`src/rtl/predicate_pkg.sv`:
```
// -----------------------------------------------------------------------------
// predicate_pkg
// Shared definitions for the square-vs-threshold predicate evaluator and the
// binary-search controller that drives it.
//   DEFAULT_WIDTH : default operand width of the candidate value x
//   LO_INIT       : initial lower search bound used by the search controller
//   HI_INIT       : initial upper search bound used by the search controller
//   state_t       : evaluator FSM state encoding (IDLE, MUL, DONE)
// -----------------------------------------------------------------------------
package predicate_pkg;

  localparam int DEFAULT_WIDTH = 32;

  localparam logic [31:0] LO_INIT = 32'h0000_0000;
  localparam logic [31:0] HI_INIT = 32'h7FFF_FFFF;

  typedef enum logic [1:0] {
    IDLE = 2'd0,
    MUL  = 2'd1,
    DONE = 2'd2
  } state_t;

endpackage : predicate_pkg

```
`src/rtl/predicate_eval.sv`:
```
// -----------------------------------------------------------------------------
// predicate_eval
// Evaluates f(x) = (x*x >= threshold) for the upstream binary search. The
// square is formed by a shift-add multiplier that retires one multiplier bit
// per cycle, so every request takes exactly WIDTH cycles to answer.
//
// Ports
//   clk        : clock, all state changes on its rising edge
//   rst        : synchronous active-high reset
//   req_valid  : request present
//   req_ready  : block can accept a request (state == IDLE)
//   x          : candidate value, sampled on the request handshake
//   threshold  : comparison bound, sampled on the request handshake
//   rsp_valid  : verdict and product valid (state == DONE)
//   rsp_ready  : consumer accepts the response
//   v          : verdict, 1 when x*x >= threshold (unsigned)
//   prod       : x*x, kept for debug and scoreboarding
// -----------------------------------------------------------------------------
module predicate_eval
  import predicate_pkg::*;
#(
  parameter int WIDTH = DEFAULT_WIDTH
) (
  input  logic                 clk,
  input  logic                 rst,
  input  logic                 req_valid,
  output logic                 req_ready,
  input  logic [WIDTH-1:0]     x,
  input  logic [2*WIDTH-1:0]   threshold,
  output logic                 rsp_valid,
  input  logic                 rsp_ready,
  output logic                 v,
  output logic [2*WIDTH-1:0]   prod
);

  localparam int PW = 2 * WIDTH;
  localparam int CW = $clog2(WIDTH);
  localparam logic [CW-1:0] CNT_LAST = CW'(WIDTH - 1);

  state_t          state_q, state_d;
  logic [PW-1:0]   acc_q, acc_d;
  logic [PW-1:0]   mcand_q, mcand_d;
  logic [WIDTH-1:0] mplier_q, mplier_d;
  logic [CW-1:0]   cnt_q, cnt_d;
  logic [PW-1:0]   thr_q, thr_d;
  logic [PW-1:0]   prod_q, prod_d;
  logic            v_q, v_d;

  // Accumulator value after the current multiply step; on the last step this
  // is the finished square, so the verdict is taken from it directly rather
  // than waiting an extra cycle for acc_q.
  logic [PW-1:0]   acc_next;

  assign acc_next = acc_q + (mplier_q[0] ? mcand_q : '0);

  always_comb begin
    // NOTE: every signal gets a default before the case so no path leaves it
    // unassigned; an unassigned path would infer a latch.
    state_d  = state_q;
    acc_d    = acc_q;
    mcand_d  = mcand_q;
    mplier_d = mplier_q;
    cnt_d    = cnt_q;
    thr_d    = thr_q;
    prod_d   = prod_q;
    v_d      = v_q;

    case (state_q)
      IDLE: begin
        if (req_valid) begin
          state_d  = MUL;
          thr_d    = threshold;
          mcand_d  = PW'(x);
          mplier_d = x;
          acc_d    = '0;
          cnt_d    = '0;
        end
      end

      MUL: begin
        // Fixed latency: all WIDTH bits are walked even once mplier is zero.
        acc_d    = acc_next;
        mcand_d  = mcand_q << 1;
        mplier_d = mplier_q >> 1;
        cnt_d    = cnt_q + CW'(1);
        if (cnt_q == CNT_LAST) begin
          state_d = DONE;
          prod_d  = acc_next;
          v_d     = (acc_next >= thr_q);
        end
      end

      DONE: begin
        if (rsp_ready) begin
          state_d = IDLE;
        end
      end

      default: state_d = IDLE;
    endcase
  end

  // NOTE: sequential state uses non-blocking assignments so every register
  // samples its pre-edge value, independent of statement order.
  always_ff @(posedge clk) begin
    if (rst) begin
      // NOTE: reset clears the whole datapath, not just the FSM, so prod and v
      // read as zero afterwards and no stale result leaks out of an aborted
      // request.
      state_q  <= IDLE;
      acc_q    <= '0;
      mcand_q  <= '0;
      mplier_q <= '0;
      cnt_q    <= '0;
      thr_q    <= '0;
      prod_q   <= '0;
      v_q      <= 1'b0;
    end else begin
      state_q  <= state_d;
      acc_q    <= acc_d;
      mcand_q  <= mcand_d;
      mplier_q <= mplier_d;
      cnt_q    <= cnt_d;
      thr_q    <= thr_d;
      prod_q   <= prod_d;
      v_q      <= v_d;
    end
  end

  // Handshake outputs decode the state register only; no input reaches an
  // output combinationally.
  assign req_ready = (state_q == IDLE);
  assign rsp_valid = (state_q == DONE);
  assign v         = v_q;
  assign prod      = prod_q;

endmodule : predicate_eval
```
`config.mk`:
```
export PLATFORM = sky130hd
export DESIGN_NAME = predicate_eval
export DESIGN_NICKNAME = d
export VERILOG_FILES = /design/src/rtl/predicate_pkg.sv /design/src/rtl/predicate_eval.sv
export SDC_FILE = /design/constraint.sdc
export NUM_CORES = 1
export LEC_CHECK = 0
export BUFFER_PORTS_ARGS = -buffer_cell sky130_fd_sc_hd__buf_2
export CORE_MARGIN = 2
export CORE_UTILIZATION = 54
export CTS_CLUSTER_DIAMETER = 120
export CTS_CLUSTER_SIZE = 10
export DETAILED_ROUTE_END_ITERATION = 7
export PLACE_DENSITY = 0.77
export SLEW_MARGIN = 20
export SYNTH_ARGS = -nofsm -noshare
export SYNTH_HDL_FRONTEND = slang
export SYNTH_SLANG_ARGS = --single-unit
```
`constraint.sdc`:
```
create_clock -name clk -period 5.1 [get_ports clk]
set_clock_uncertainty 0.2 [all_clocks]
set_input_delay 0.255 -clock clk [delete_from_list [all_inputs] [get_ports clk]]
set_output_delay 0.255 -clock clk [all_outputs]
set_load 0.02 [all_outputs]
```
==> impl_metrics.tcl <==
set metrics [dict create \
    detail-route-antenna-nets 0 \
    syn_nets 2404 \
    drive_above_1_share_pct 17.7 \
    postSynthAreaPerCell_um2 7.63 \
    antenna_found_initial 1 \
    route.met2.wl_um 26500 \
    diodes 0 \
    ioPinCount 167 \
    gp_congestion 1.00 \
    clk_latency_ps 540 \
    hold_violations 0 \
    cts_root_buffer "clkbuf_16" \
    die_w_um 179 \
    status "completed" \
    core_um2 30400 \
    area_growth_pct 26.5 \
    synth_cell_types 62 \
    synthCells 2174 \
    cellLeakagePower_uw 0.00938 \
    peakVddDrop_uv 239 \
    slowest_delay_ps 330 \
    maxSlewViolCount 0 \
    ys.flop_type "dfxtp_1" \
    ys_warn_count 0 \
    path_clk_slew_ps 60 \
    via_count 17147 \
    grt_max_degree 130 \
    critPathLaunchType "flip-flop" \
    dieArea_um2 32200 \
    portBuffers 166 \
    setup_viol 0 \
    grt-ovfl-total 0 \
    ys_seq_area_share_pct 35.7 \
    h-tree-depth 2 \
    fp.dieH_um 179 \
    first_iter_violations 1477 \
    drv_cap 0 \
    fill_cells 2530 \
    firstDrtPassIters 5 \
    grt_pass1_wl_um 85400 \
    cp_cell_sequence "buf_12, buf_12, and2_1, ha_1, and4_1, and4_1, a222oi_1, buf_4, nand4b_1, nand3_1, nand3_1, a31oi_4, xnor2_1, ha_1, a21oi_1, nor3_1, nor3_1, o211ai_1, and2_1, a31o_2, a21oi_1, o21ai_0" \
    endpoint_kind "flip-flop" \
    slowest_stage "dfxtp_1" \
    tightest_slew_ps 799 \
    fin_nets 2760 \
    rrSetupSlack_ps 160 \
    ys_ff_latch 296 \
    viasPerCell 5.86 \
    drc 0 \
    critPathRequiredTime_ps 5320 \
    worstSetupPathType "flip-flop to flip-flop" \
    grt_pass1_vias 16224 \
    synth_area_um2 16600 \
    dp_hpwl_um 38700 \
    cp.arrival_ps 5160 \
    power_density_nw_per_um2 251 \
    clockBufferDepth 3 \
    met3WireLength_um 3520 \
    initial_utilization_pct 54.5 \
    cts_buffers 35 \
    crit_fanout 18 \
    period_share_pct 96.8 \
    synth_edf_count 0 \
    wl_per_cell_um 19.0 \
    cts_tree "yes" \
    power.total_uw 5260 \
    min_path_type "input pin to flip-flop" \
    finalCoreUtilization_pct 69.0 \
    rows 64 \
    wl_met1_um 23300 \
    dr.max_layer_used "met5" \
    cts.sinks 296 \
    async_flop_share_pct 0 \
    totalWireLength_um 55500 \
    grt.total_usage_pct 33.6 \
    min_period_ps 4940 \
    slew_headroom_pct 46.7 \
    max_freq_mhz 203 \
]
synth_stat cells, types with 20 or more instances:
cell / instances / area share (%)
nand2_1: 484 / 11
nor2_1: 89 / 2.0
o21ai_0: 56 / 1.7
nor3_1: 25 / 0.75
a21o_1: 74 / 3.3
a21oi_1: 255 / 7.7
clkbuf_1: 112 / 2.5
xor2_1: 24 / 1.3
buf_1: 23 / 0.52
and3_1: 20 / 0.75
ha_1: 129 / 9.7
xnor2_1: 37 / 2.0
a22o_1: 35 / 1.8
a31oi_1: 73 / 2.8
inv_1: 84 / 1.9
nand3_1: 78 / 2.4
and2_1: 69 / 2.6
nand4_1: 39 / 1.5
dfxtp_1: 296 / 36
area by class of cell:
class / count / area [um^2] / area share, %
inverters: 85 / 319 / 1.52
flip-flops and latches: 296 / 5930 / 28.2
clock buffers: 35 / 876 / 4.17
well taps: 396 / 495 / 2.36
multi-input cells: 1651 / 9960 / 47.4
repair buffers: 461 / 3350 / 15.9
clock inverters: 4 / 78.8 / 0.375
through the flow:
step                TNS [ps]  worst slack, ps  instances  hold WS [ps]  cell area [um^2]
floorplan                  0              267       2174           191             16600
global placement           0              148       2788           239             18900
detailed placement         0             69.7       2788           244             18900
CTS                        0             18.1       2925           159             20900
global route           -9.09            -9.09       2928           194             21000
finish                     0              165       2928           186             21000
per-layer routing:
| metal | GRT usage, % | vias to the layer above |
|---|---|---|
| met3 | 4.71 | 139 |
| met1 | 42.5 | 8071 |
| li1 | - | 8296 |
| met4 | 13.2 | 2 |
| met5 | 0 | - |
| met2 | 57.7 | 639 |
repair_timing:
action,in CTS,in global routing
gates resized for setup,0,29
endpoints found under the hold margin,130,0
buffers inserted,0,3
hold buffers,98,0
endpoints found under the setup margin,0,1
registers in the layout, summed over array words and instances (netlist names):
signal    count
mplier_q     32
state_q       2
thr_q        64
v             1
acc_q        64
cnt_q         5
mcand_q      64
prod         64
logic make-up (layout without fill, tap and decap cells):
| group | Yosys count | in the layout | share of synthesized area (%) |
|---|---|---|---|
| XOR/XNOR | 61 | 61 | 3.22 |
| AND/OR/NAND/NOR | 860 | 860 | 23.4 |
| multiplexers | 2 | 2 | 0.121 |
| flip-flops | 296 | 296 | 35.7 |
| adder cells (fa/ha/maj) | 130 | 130 | 9.85 |
| AO/OA/AOI/OAI | 598 | 598 | 22.5 |
| buffers and inverters | 227 | 585 | 5.19 |
final timing paths:
check / start / endpoint / cells after the start
worst max-delay path: mplier_q[0]$_SDFFE_PP0P_ / v$_SDFFE_PP0P_ / 22
worst min register to register: prod[38]$_SDFFE_PP0P_ / prod[38]$_SDFFE_PP0P_ / 2
worst max register to register: mplier_q[0]$_SDFFE_PP0P_ / v$_SDFFE_PP0P_ / 22
worst min-delay path: req_valid / thr_q[59]$_SDFFE_PP0P_ / 4
layout by cell type, fill, tap and decap left out, types with 6 or more instances in the layout:
cell type	instances
o21a_1	9
clkbuf_16	35
o21bai_1	14
and2_1	67
dfxtp_1	296
nand4_1	39
nand2_1	482
nor2b_1	9
a21boi_0	7
inv_1	84
a21o_1	74
a211oi_1	6
nand3_1	77
a31oi_1	71
nand2b_1	8
dlygate4sd3_1	98
and4_1	8
nor2_1	87
nor3_1	23
buf_4	193
xor2_1	23
a22o_1	35
o21ai_0	52
a21oi_1	251
o211ai_1	11
buf_2	165
o21ai_1	7
xnor2_1	37
ha_1	127
and3_1	18
a22oi_1	15
power breakdown:
group | switching [uW] | internal (uW)
Combinational | 350 | 219
Sequential | 53.4 | 2390
Clock | 973 | 1280
worst max-delay path, delay by kind of cell, from the launching register on:
family,cells,cell delay (ps)
AOI/OAI and AO/OA,7,1420
adders and majority gates,2,610
xor gates and xnor gates,1,180
buffers and inverters,3,490
DFF,1,330
and+or+nand+nor,9,1560
No activity file was read; power rests on OpenSTA's default activity.
